### config.mk
export PLATFORM = sky130hd
export DESIGN_NAME = uart_tx_arbiter
export DESIGN_NICKNAME = d
export VERILOG_FILES = /design/src/rtl/uart_tx_arbiter.sv
export SDC_FILE = /design/constraint.sdc
export NUM_CORES = 1
export LEC_CHECK = 0
export ABC_CLOCK_PERIOD_IN_PS = 4600
export CAP_MARGIN = 20
export CORE_MARGIN = 2
export CORE_UTILIZATION = 49
export CTS_BUF_LIST = sky130_fd_sc_hd__clkbuf_8
export CTS_CLUSTER_DIAMETER = 30
export DETAILED_ROUTE_END_ITERATION = 10
export HOLD_SLACK_MARGIN = 0.03
export PLACE_DENSITY_LB_ADDON = 0.2
export SETUP_SLACK_MARGIN = 0.15
export SLEW_MARGIN = 15
export SYNTH_ARGS = -nofsm -noshare
export SYNTH_HDL_FRONTEND = slang
export SYNTH_SLANG_ARGS = --single-unit
### constraint.sdc
create_clock -name clk -period 4.6 [get_ports clk]
set_input_delay 0.92 -clock clk [delete_from_list [all_inputs] [get_ports clk]]
set_output_delay 0.92 -clock clk [all_outputs]
set_load 0.02 [all_outputs]
### src/rtl/uart_tx_arbiter.sv
// Shares one UART transmitter between NUM_REQ byte requesters: arbitrates, latches the byte, counts baud ticks to frame end.
// Define UART_ARB_FIXED_PRIO_EN for fixed priority (lowest index wins); round-robin otherwise.
module uart_tx_arbiter #(
    parameter int unsigned NUM_REQ     = 4,
    parameter int unsigned GUARD_TICKS = 1
) (
    input  logic                   clk,
    input  logic                   reset,
    input  logic [NUM_REQ-1:0]     req,
    input  logic [8*NUM_REQ-1:0]   req_data,
    input  logic [NUM_REQ-1:0]     req_par,
    input  logic                   baud_tick,
    output logic [NUM_REQ-1:0]     grant,
    output logic                   uart_start,
    output logic [7:0]             uart_data,
    output logic                   uart_p_sel,
    output logic                   busy,
    output logic                   done
);

    localparam int unsigned IDX_W     = (NUM_REQ > 1) ? $clog2(NUM_REQ) : 1;
    localparam int unsigned CNT_W     = 5;
    localparam int unsigned BASE_LAST = 9 + GUARD_TICKS;

    typedef enum logic [1:0] {
        IDLE  = 2'd0,
        START = 2'd1,
        WAIT  = 2'd2
    } state_t;

    state_t             state;
    logic [CNT_W-1:0]   tick_cnt;
    logic [CNT_W-1:0]   frame_last;
    logic [IDX_W-1:0]   winner;
    logic [7:0]         win_data;
    logic               win_par;

`ifdef UART_ARB_FIXED_PRIO_EN
    // Lowest asserted index wins; descending scan leaves the lowest one.
    always_comb begin
        winner = '0;
        for (int i = int'(NUM_REQ) - 1; i >= 0; i--) begin
            if (req[i]) winner = IDX_W'(i);
        end
    end
`else
    logic [IDX_W-1:0]   last_ptr;
    logic               rr_found;

    // Search begins one past the last grant and wraps around.
    always_comb begin
        winner   = '0;
        rr_found = 1'b0;
        for (int k = 1; k <= int'(NUM_REQ); k++) begin
            for (int i = 0; i < int'(NUM_REQ); i++) begin
                if (!rr_found && req[i] && (i == (int'(last_ptr) + k) % int'(NUM_REQ))) begin
                    winner   = IDX_W'(i);
                    rr_found = 1'b1;
                end
            end
        end
    end
`endif

    always_comb begin
        win_data = '0;
        win_par  = 1'b0;
        for (int i = 0; i < int'(NUM_REQ); i++) begin
            if (winner == IDX_W'(i)) begin
                win_data = req_data[8*i +: 8];
                win_par  = req_par[i];
            end
        end
    end

    // Last counted tick index: start + 8 data + optional parity + stop + guard, minus one.
    assign frame_last = CNT_W'(BASE_LAST) + CNT_W'(uart_p_sel);

    always_ff @(posedge clk or negedge reset) begin
        if (!reset) begin
            state      <= IDLE;
            grant      <= '0;
            uart_start <= 1'b0;
            uart_data  <= '0;
            uart_p_sel <= 1'b0;
            busy       <= 1'b0;
            done       <= 1'b0;
            tick_cnt   <= '0;
`ifndef UART_ARB_FIXED_PRIO_EN
            last_ptr   <= IDX_W'(NUM_REQ - 1);
`endif
        end else begin
            grant      <= '0;
            uart_start <= 1'b0;
            done       <= 1'b0;
            case (state)
                IDLE: begin
                    if (|req) begin
                        uart_data  <= win_data;
                        uart_p_sel <= win_par;
                        grant      <= NUM_REQ'(1) << winner;
                        uart_start <= 1'b1;
                        busy       <= 1'b1;
                        state      <= START;
`ifndef UART_ARB_FIXED_PRIO_EN
                        last_ptr   <= winner;
`endif
                    end
                end
                START: begin
                    tick_cnt <= '0;
                    state    <= WAIT;
                end
                WAIT: begin
                    if (baud_tick) begin
                        if (tick_cnt == frame_last) begin
                            state <= IDLE;
                            busy  <= 1'b0;
                            done  <= 1'b1;
                        end else begin
                            tick_cnt <= tick_cnt + CNT_W'(1);
                        end
                    end
                end
                default: begin
                    state <= IDLE;
                    busy  <= 1'b0;
                end
            endcase
        end
    end

endmodule

==> results of run 1 <==
-- cells by family after synthesis --
kind of cell / share of synthesized area
flip-flops: 0.402
XOR/XNOR: 0.0280
AO/OA/AOI/OAI: 0.307
multiplexers: 0.0128
adder cells (fa/ha/maj): 0.00801
buffers and inverters: 0.0648
AND/OR/NAND/NOR: 0.177
-- registers in the layout (all words and copies together) (netlist names) --
name and cells:
uart_p_sel 1, tick_cnt 5, uart_start 1, busy 1, state 2, grant 4
uart_data 8, last_ptr 2, done 1
-- critical path, delay by kind of cell --
family	cells	cell delay [ns]
AND/OR/NAND/NOR	3	0.84
AO/OA/AOI/OAI	2	0.25
buffers and inverters	3	0.92
-- worst max path at each step --
stage / endpoint / slack (ns) / cells past startpoint / start
floorplan: uart_data[1] / 2.54 / 6 / req[0]
global placement: uart_data[0] / 1.65 / 8 / req[2]
detailed placement: uart_data[0] / 1.57 / 8 / req[2]
CTS: uart_data[0] / 1.85 / 8 / req[2]
global route: uart_data[6] / 1.72 / 8 / req[2]
finish: uart_data[0] / 1.83 / 8 / req[2]
-- routing by layer --
metal,vias up,routed length (um)
met5,-,0
met4,0,76
met3,8,201
met2,51,2070
met1,678,1580
li1,718,-
-- placed cells by master, fill, tap and decap left out, drive strengths merged, types with 2 or more instances in the layout --
cell | netlist | final
nand3 | 5 | 5
inv | 10 | 10
nor2 | 7 | 7
buf | 8 | 2
a211oi | 5 | 5
dfrtp | 23 | 23
nand2 | 13 | 13
xor2 | 3 | 3
or3 | 2 | 2
o311ai | 5 | 5
and3b | 2 | 2
a22oi | 8 | 8
and2 | 4 | 4
a21oi | 8 | 8
o21ai | 18 | 18
nor4 | 2 | 2
nand2b | 5 | 5
o211a | 6 | 6
clkdlybuf4s50 | 0 | 57
a32o | 3 | 3
xnor2 | 2 | 2
nor2b | 3 | 3
nor3b | 2 | 2
clkbuf | 1 | 3
nor3 | 2 | 2
mux2i | 2 | 2
dfstp | 2 | 2
-- cell type report --
cell class,instances,area (um^2),area share
Clock buffer,3,41.3,0.0189
Clock inverter,1,5.00,0.00229
Inverter,10,37.5,0.0172
Multi-Input combinational cell,119,833,0.382
Sequential cell,25,628,0.288
Tap cell,44,55.1,0.0252
Timing Repair Buffer,59,583,0.267
-- metrics by stage --
stage,setup WS (ns),std cells,instance area [um^2]
2_1_floorplan,2.54,163,1560
6_report,1.83,261,2180
5_1_grt,1.72,261,2180
3_3_place_gp,1.65,257,2140
4_1_cts,1.85,261,2190
3_5_place_dp,1.57,257,2140
-- power breakdown --
| part | internal [mW] | switching (mW) |
|---|---|---|
| clock network | 0.0605 | 0.0689 |
| logic | 0.294 | 0.345 |
| registers | 0.308 | 0.0782 |
| total | 0.662 | 0.492 |
==> reports/metrics.yaml, run 1 <==
status:
  outcome: "completed"
yosys:
  ys_warn_count: 0
  syn_nets: 207
  synth_common_cells: "dfrtp_1, nand2_1, inv_1, a22oi_1"
  synth_top_cell_by_area: "dfrtp_1"
  syn_inst: 163
  synth_edf_count: 0
  synth.distinct_cells: 46
  yosys_most_used_dff: "dfrtp_1"
  yosysMostFrequentCell: "dfrtp_1"
  syn-cell-area_mm2: 0.00156
  syn_avg_cell_area_um2: 9.59
  yosysSeqAreaShare: 0.402
  ys_ff_latch: 25
  async_reset_ff_frac: 1.00
  yosys-top-cells-area: "dfrtp_1, o211a_1, a22oi_1"
  synth.top_cell.area_share: 0.368
flow_run:
  drv_cap: 0
clock_tree:
  clk-insertion-delay-late_ns: 0.27
  cts-htree-levels: 1
  cts_tree: "built"
  clkTransAtPathRegs_ns: 0.09
  cts_root_buf: "clkbuf_8"
  hold_buffers: 0
  cts_buffer_depth: 2
  cts_sinks: 25
  cts_buffers: 3
  postCtsSetupBuffers: 0
  cts_resized: 0
power_and_ir_drop:
  power.leakage_nw: 0.909
  p_total_mw: 1.15
  cellPowerDensity_mw_per_mm2: 529
  max-vdd-ir-drop_mv: 0.256
setup_path:
  crit_required_ns: 4.76
  path_cells: "clkdlybuf4s50_1, nor4_1, or3_1, buf_4, inv_2, and2_1, a22oi_1, o21ai_1"
  cp_data_arrival_time_ns: 2.93
  crit_slowest_cell: "clkdlybuf4s50_1"
  rrSetupSlack_ns: 2.56
  worstReg2RegStart: "last_ptr[1]"
  cp_max_fo: 21
  r2r_cells: 5
  critPathCaptureType: "flip-flop"
  slowest_delay_ns: 0.57
  r2r_end: "uart_data[4]"
  critical_path_class: "in2reg"
  worstSetupStartpointType: "input pin"
route:
  dr.pass1.iters: 4
  via_per_inst: 5.57
  wl_per_cell_um: 15.0
  drc: 0
  ant_nets: 0
  wl_um: 3930
  num_vias: 1455
  first_iter_violations: 61
final_layout:
  nFillCells: 252
  n_antenna_cell: 0
  area_growth_pct: 39.7
  drive_gt1_frac: 0.101
  final_util: 0.715
  fin_nets: 262
sta:
  tightest_slew_ns: 0.733
  tns_ns: 0
  fin_skew_ns: 0.00837
  fmax_mhz: 360
  fin_crit_sh: 0.603
  slew_headroom: 0.507
  hold_viol: 0
  fin_hold_ws_ns: 0.487
  rsz0062_at_grt: "false"
  setup_viol: 0
  fin_crit_ns: 2.77
  final_max_slew_viol_count: 0
global_routing:
  grt-ovfl-total: 0
  grt_max_degree: 26
  met1_usage: 0.288
  gr-usage-all-layers: 0.223
  antenna_found_initial: 0
  grtUsageMet3: 0.00853
  grt_pass1_vias: 1420
  grt_pass1_wl_um: 6240
  grtUsageMet2: 0.393
  top_usage_layer: "met2"
place:
  io_buffers: 58
  gp_congestion: 0.946
  dp_hpwl_um: 3110
floorplan:
  chipHeight_um: 60.5
  core_area_mm2: 0.00305
  die_w_um: 60.5
  dieArea_mm2: 0.00366
  initial_core_util: 0.512
  io_pins: 59
  rows: 20
worst_hold_path:
  hold_start: "uart_data[5]"
  worst_hold_path_type: "reg2reg"
  min_path_cells: 2
  hold_end: "uart_data[5]"
Power figures use the tool's default switching activity.
==> run 2: changes to the inputs <==
--- a/config.mk
+++ b/config.mk
@@ -5,10 +5,10 @@
 export SDC_FILE = /design/constraint.sdc
 export NUM_CORES = 1
 export LEC_CHECK = 0
-export ABC_CLOCK_PERIOD_IN_PS = 4600
+export ABC_CLOCK_PERIOD_IN_PS = 2400
 export CAP_MARGIN = 20
 export CORE_MARGIN = 2
-export CORE_UTILIZATION = 49
+export CORE_UTILIZATION = 41
 export CTS_BUF_LIST = sky130_fd_sc_hd__clkbuf_8
 export CTS_CLUSTER_DIAMETER = 30
 export DETAILED_ROUTE_END_ITERATION = 10
==> constraint.sdc (replaced) <==
create_clock -name clk -period 2.4 [get_ports clk]
set_input_delay 0.48 -clock clk [delete_from_list [all_inputs] [get_ports clk]]
set_output_delay 0.48 -clock clk [all_outputs]
set_load 0.02 [all_outputs]
==> reports/metrics.yaml, run 2 (synthesized netlist as in run 1, its figures left out) <==
status:
  outcome: "completed"  # unchanged
global_routing:
  grt_pass1_vias: 1500  # was 1420
  grt_pass1_wl_um: 6940  # was 6240 um
  gr-usage-all-layers: 0.206  # was 0.223
  grt_max_degree: 26  # unchanged
  grt-ovfl-total: 0  # unchanged
  antenna_found_initial: 0  # unchanged
power_and_ir_drop:
  max-vdd-ir-drop_mv: 0.604  # was 0.256 mV
  clock_power_share: 0.110  # was 0.112
  power_frac_comb: 0.565  # was 0.554
  seq_power_share: 0.325  # was 0.334
  power.leakage_nw: 0.966  # was 0.909 nW
  cellPowerDensity_mw_per_mm2: 1010  # was 529 mW/mm^2
  sw_frac_of_total: 0.425  # was 0.426
  p_sw_mw: 0.971  # was 0.492 mW
  p_int_mw: 1.31  # was 0.662 mW
setup_path:
  critical_path_class: "in2reg"  # unchanged
  cp_max_fo: 12  # was 21
  slowest_delay_ns: 0.48  # was 0.57 ns
  crit_required_ns: 2.60  # was 4.76 ns
  critPathCaptureType: "flip-flop"  # unchanged
  crit_buf_inv: 2  # was 3
  worstSetupStartpointType: "input pin"  # unchanged
  critical-path-top-delay-family: "compound AO/OA/AOI/OAI gates"  # was buffers and inverters
  crit_slowest_cell: "clkdlybuf4s50_1"  # unchanged
  path_cells: "clkdlybuf4s50_1, mux2i_1, a2bb2oi_2, buf_4, nand3_1, o211a_1, o21ai_2"  # was clkdlybuf4s50_1, nor4_1, or3_1, buf_4, inv_2, and2_1, a22oi_1, o21ai_1
  cp_data_arrival_time_ns: 2.28  # was 2.93 ns
final_layout:
  largest_register: "uart_data"  # unchanged
  top_regs: "uart_data: 8 flops, tick_cnt: 5 flops, grant: 4 flops"  # unchanged
  drive_gt1_frac: 0.129  # was 0.101
  layout_common_cells: "clkdlybuf4s50_1, dfrtp_1, nand2_1"  # unchanged
  final_common_cell: "clkdlybuf4s50_1"  # unchanged
  n_antenna_cell: 0  # unchanged
  largest_reg_flops: 8  # unchanged
  area_growth_pct: 44.5  # was 39.7%
  nFillCells: 324  # was 252
  fin_nets: 270  # was 262
  final_cell_area_mm2: 0.00226  # was 0.00218 mm^2
route:
  ant_nets: 0  # unchanged
  first_iter_violations: 127  # was 61
  via_per_inst: 5.59  # was 5.57
  drc: 0  # unchanged
  dr.pass1.iters: 4  # unchanged
  wl_per_cell_um: 15.3  # was 15.0 um
  num_vias: 1526  # was 1455
  wl_um: 4190  # was 3930 um
clock_tree:
  clkTransAtPathRegs_ns: 0.08  # was 0.09 ns
  cts-htree-levels: 1  # unchanged
  hold_buffers: 0  # unchanged
  cts_sinks: 25  # unchanged
  cts_tree: "built"  # unchanged
  clk-insertion-delay-late_ns: 0.27  # about the same
  cts_buffers: 3  # unchanged
  cts_buffer_depth: 2  # unchanged
  cts_root_buf: "clkbuf_8"  # unchanged
sta:
  final_max_slew_viol_count: 0  # unchanged
  fin_hold_ws_ns: 0.500  # was 0.487 ns
  rsz0062_at_grt: "false"  # unchanged
  fin_skew_ns: 0.00743  # was 0.00837 ns
  tightest_slew_ns: 0.593  # was 0.733 ns
  fin_ws_ns: 0.319  # was 1.83 ns
  fin_crit_ns: 2.08
  hold_viol: 0  # unchanged
  tns_ns: 0  # unchanged
  setup_viol: 0  # unchanged
  fin_crit_sh: 0.867
  slew_headroom: 0.601  # was 0.507
  fmax_mhz: 481
place:
  placed_cell_area_mm2: 0.00221  # was 0.00214 mm^2
  post-place-ws_ns: -0.00728  # was 1.57 ns
  gp_congestion: 0.765  # was 0.946
  io_buffers: 58  # unchanged
  dp_hpwl_um: 3230  # was 3110 um
floorplan:
  rows: 22  # was 20
  core_area_mm2: 0.00366  # was 0.00305 mm^2
  die_w_um: 65.7  # was 60.5 um
  chipHeight_um: 65.7  # was 60.5 um
  initial_core_util: 0.427  # was 0.512
  io_pins: 59  # unchanged
  dieArea_mm2: 0.00432  # was 0.00366 mm^2
worst_hold_path:
  worst_hold_path_type: "reg2reg"  # unchanged
flow_run:
  drv_cap: 0  # unchanged
## run 2: power groups by stage
stage,Sequential [mW],Clock (mW),Combinational [mW]
finish,0.743,0.251,1.29
global route,0.769,0.274,1.42
CTS,0.741,0.253,1.29
detailed placement,0.746,0,1.28
global placement,0.740,0,1.25
floorplan,0.805,0,0.776
## run 2: cell type report
type | count | area, um^2 | share of cell area
multi-input cells | 119 | 833 | 0.369
repair buffers | 67 | 653 | 0.289
flip-flops and latches | 25 | 628 | 0.278
well taps | 48 | 60.1 | 0.0266
clock buffers | 3 | 41.3 | 0.0183
inverters | 10 | 37.5 | 0.0166
clock inverters | 1 | 5.00 | 0.00222
## run 2: path summary, 6_finish.rpt
check,cells after the start,to,slack (ns),start
max in group asynchronous,2,last_ptr[0],1.54,reset
hold / removal,2,uart_data[5],0.50,uart_data[5]
setup reg to reg,6,uart_data[2],0.32,last_ptr[1]
setup / recovery,7,uart_data[2],0.32,req[3]
min in group asynchronous,2,grant[2],0.57,reset
hold reg to reg,2,uart_data[5],0.50,uart_data[5]
## run 2: stage by stage
step	std cells	power, mW	util
after detailed placement	269	2.03	0.603
after CTS	273	2.29	0.616
after global placement	269	1.99	0.603
after global routing	273	2.46	0.617
after floorplan	163	1.58	-
final	273	2.28	0.617
## run 2: metal layers
| layer | vias to the layer above | track usage | share of wire |
|---|---|---|---|
| met2 | 58 | 0.336 | 0.48 |
| li1 | 729 | - | - |
| met1 | 731 | 0.279 | 0.45 |
| met4 | 0 | 0.0677 | 0.014 |
| met3 | 8 | 0.0325 | 0.054 |
| met5 | - | 0 | 0 |
## run 2: what timing repair did
item / 4_1_cts / 5_1_grt
resized for setup: 0 / 2
endpoints found under the setup margin: 0 / 3
setup buffers: 0 / 0
## run 2: worst min-delay path, stage by stage (launching register included)
cell and delay (ns):
dfrtp_1 0.36, nand2_1 0.06, o21ai_2 0.05
==> run 3: changes to the inputs <==
--- a/config.mk
+++ b/config.mk
@@ -8,7 +8,7 @@
 export ABC_CLOCK_PERIOD_IN_PS = 2400
 export CAP_MARGIN = 20
 export CORE_MARGIN = 2
-export CORE_UTILIZATION = 41
+export CORE_UTILIZATION = 39
 export CTS_BUF_LIST = sky130_fd_sc_hd__clkbuf_8
 export CTS_CLUSTER_DIAMETER = 30
 export DETAILED_ROUTE_END_ITERATION = 10
==> reports/metrics.yaml, run 3 (synthesized netlist as in run 1, its figures left out) <==
global_routing:
  grtUsageMet2: 0.355  # was 0.336
  grt-ovfl-total: 0  # unchanged
  met1_usage: 0.233  # was 0.279
  top_usage_layer: "met2"  # unchanged
  grt_pass1_wl_um: 6760  # was 6940 um
  gr-usage-all-layers: 0.195  # was 0.206
  grt_max_degree: 21  # was 26
  grt_pass1_vias: 1497  # was 1500
  grtUsageMet3: 0.0267  # was 0.0325
  antenna_found_initial: 0  # unchanged
final_layout:
  largest_reg_flops: 8  # unchanged
  final_util: 0.576  # was 0.617
  drive_gt1_frac: 0.129  # about the same
  top_regs: "uart_data: 8 flops, tick_cnt: 5 flops, grant: 4 flops"  # unchanged
  layout_common_cells: "clkdlybuf4s50_1, dfrtp_1, nand2_1"  # unchanged
  fin_nets: 269  # was 270
  final_cell_area_mm2: 0.00226  # about the same
  nFillCells: 369  # was 324
  largest_register: "uart_data"  # unchanged
  n_antenna_cell: 0  # unchanged
  area_growth_pct: 44.4  # was 44.5%
  final_common_cell: "clkdlybuf4s50_1"  # unchanged
clock_tree:
  cts_sinks: 25  # unchanged
  cts_buffers: 3  # unchanged
  clk-insertion-delay-late_ns: 0.27  # about the same
  cts_buffer_depth: 2  # unchanged
  cts_root_buf: "clkbuf_8"  # unchanged
  clkTransAtPathRegs_ns: 0.09  # was 0.08 ns
  cts-htree-levels: 1  # unchanged
  cts_tree: "built"  # unchanged
sta:
  rsz0062_at_grt: "false"  # unchanged
  fin_crit_sh: 0.891  # was 0.867
  final_max_slew_viol_count: 0  # unchanged
  fmax_mhz: 468  # was 481 MHz
  slew_headroom: 0.574  # was 0.601
  tightest_slew_ns: 0.636  # was 0.593 ns
  hold_viol: 0  # unchanged
  setup_viol: 0  # unchanged
  fin_skew_ns: 0.00410  # was 0.00743 ns
  fin_hold_ws_ns: 0.502  # was 0.500 ns
  tns_ns: 0  # unchanged
  fin_crit_ns: 2.14  # was 2.08 ns
route:
  first_iter_violations: 45  # was 127
  wl_um: 4170  # was 4190 um
  via_per_inst: 5.42  # was 5.59
  ant_nets: 0  # unchanged
  wl_per_cell_um: 15.2  # was 15.3 um
  dr.pass1.iters: 4  # unchanged
  num_vias: 1484  # was 1526
  drc: 0  # unchanged
power_and_ir_drop:
  p_total_mw: 2.26  # was 2.28 mW
  max-vdd-ir-drop_mv: 0.345  # was 0.604 mV
  power.leakage_nw: 0.941  # was 0.966 nW
  cellPowerDensity_mw_per_mm2: 1000  # was 1010 mW/mm^2
place:
  io_buffers: 58  # unchanged
  dp_hpwl_um: 3350  # was 3230 um
  placed_cell_area_mm2: 0.00220  # was 0.00221 mm^2
  gp_congestion: 0.849  # was 0.765
floorplan:
  io_pins: 59  # unchanged
  die_w_um: 67.3  # was 65.7 um
  chipHeight_um: 67.3  # was 65.7 um
  dieArea_mm2: 0.00453  # was 0.00432 mm^2
  initial_core_util: 0.399  # was 0.427
  core_area_mm2: 0.00391  # was 0.00366 mm^2
  rows: 23  # was 22
flow_run:
  drv_cap: 0  # unchanged
setup_path:
  cp_max_fo: 10  # was 12
  critical-path-top-delay-family: "compound AO/OA/AOI/OAI gates"  # unchanged
  critical_path_class: "in2reg"  # unchanged
  crit_slowest_cell: "clkdlybuf4s50_1"  # unchanged
  slowest_delay_ns: 0.55  # was 0.48 ns
  path_cells: "clkdlybuf4s50_1, o21ai_1, a21oi_2, or3_1, o211a_1, o21ai_2"  # was clkdlybuf4s50_1, mux2i_1, a2bb2oi_2, buf_4, nand3_1, o211a_1, o21ai_2
  crit_buf_inv: 1  # was 2
  crit_required_ns: 2.60  # about the same
  critPathCaptureType: "flip-flop"  # unchanged
  worstSetupStartpointType: "input pin"  # unchanged
  cp_data_arrival_time_ns: 2.34  # was 2.28 ns
status:
  outcome: "completed"  # unchanged
worst_hold_path:
  worst_hold_path_type: "reg2reg"  # unchanged
run 3: changes by cell type in the layout (fill, tap and decap cells not counted), sizes merged:
cell,before,now
clkdlybuf4s50,56,58
dlymetal6s2s,2,0
buf,9,8
clkinv,1,0
clkinvlp,0,1
run 3: tightest hold or removal path, cell delays in order (launching register included):
cell	delay, ns
dfrtp_1	0.36
nand2_1	0.07
o21ai_2	0.05
run 3: per-stage QoR:
step | setup slack (ns) | instances
2_1_floorplan | 0.678 | 163
3_3_place_gp | 0.0615 | 270
3_5_place_dp | 0.0262 | 270
4_1_cts | 0.296 | 274
5_1_grt | 0.162 | 274
6_report | 0.262 | 274
run 3: final cells by class:
cell class	instances	area, um^2	share of cell area
well taps	50	62.6	0.0277
repair buffers	66	641	0.284
inverters	10	37.5	0.0166
flip-flops and latches	25	628	0.278
clock inverters	1	7.51	0.00333
multi-input cells	119	838	0.372
clock buffers	3	41.3	0.0183
run 3: per-layer routing:
| metal | vias up | share of wire |
|---|---|---|
| li1 | 737 | - |
| met1 | 702 | 0.41 |
| met2 | 39 | 0.54 |
| met3 | 6 | 0.039 |
| met4 | 0 | 0.015 |
| met5 | - | 0 |
run 3: report_power, final:
group          switching, mW  total (mW)  internal (mW)
registers              0.152       0.742          0.590
logic                  0.678        1.27          0.589
clock network          0.133       0.251          0.117
total                  0.964        2.26           1.30
run 3: worst paths after layout:
| kind | cells after the start | start | slack (ns) | end |
|---|---|---|---|---|
| worst max-delay path | 6 | req[0] | 0.26 | uart_data[3] |
| worst min-delay path | 2 | uart_data[1] | 0.50 | uart_data[1] |
| max in group asynchronous | 2 | reset | 1.19 | tick_cnt[4] |
| worst max register to register | 6 | last_ptr[1] | 0.47 | uart_data[3] |
| min in group asynchronous | 1 | reset | 0.60 | uart_p_sel |
| worst min register to register | 2 | uart_data[1] | 0.50 | uart_data[1] |
run 3: timing repair:
action	CTS	global route
setup buffers	0	0
gates resized for setup	0	1
hold endpoints to repair	0	0
endpoints found under the setup margin	0	1
hold buffers	0	0
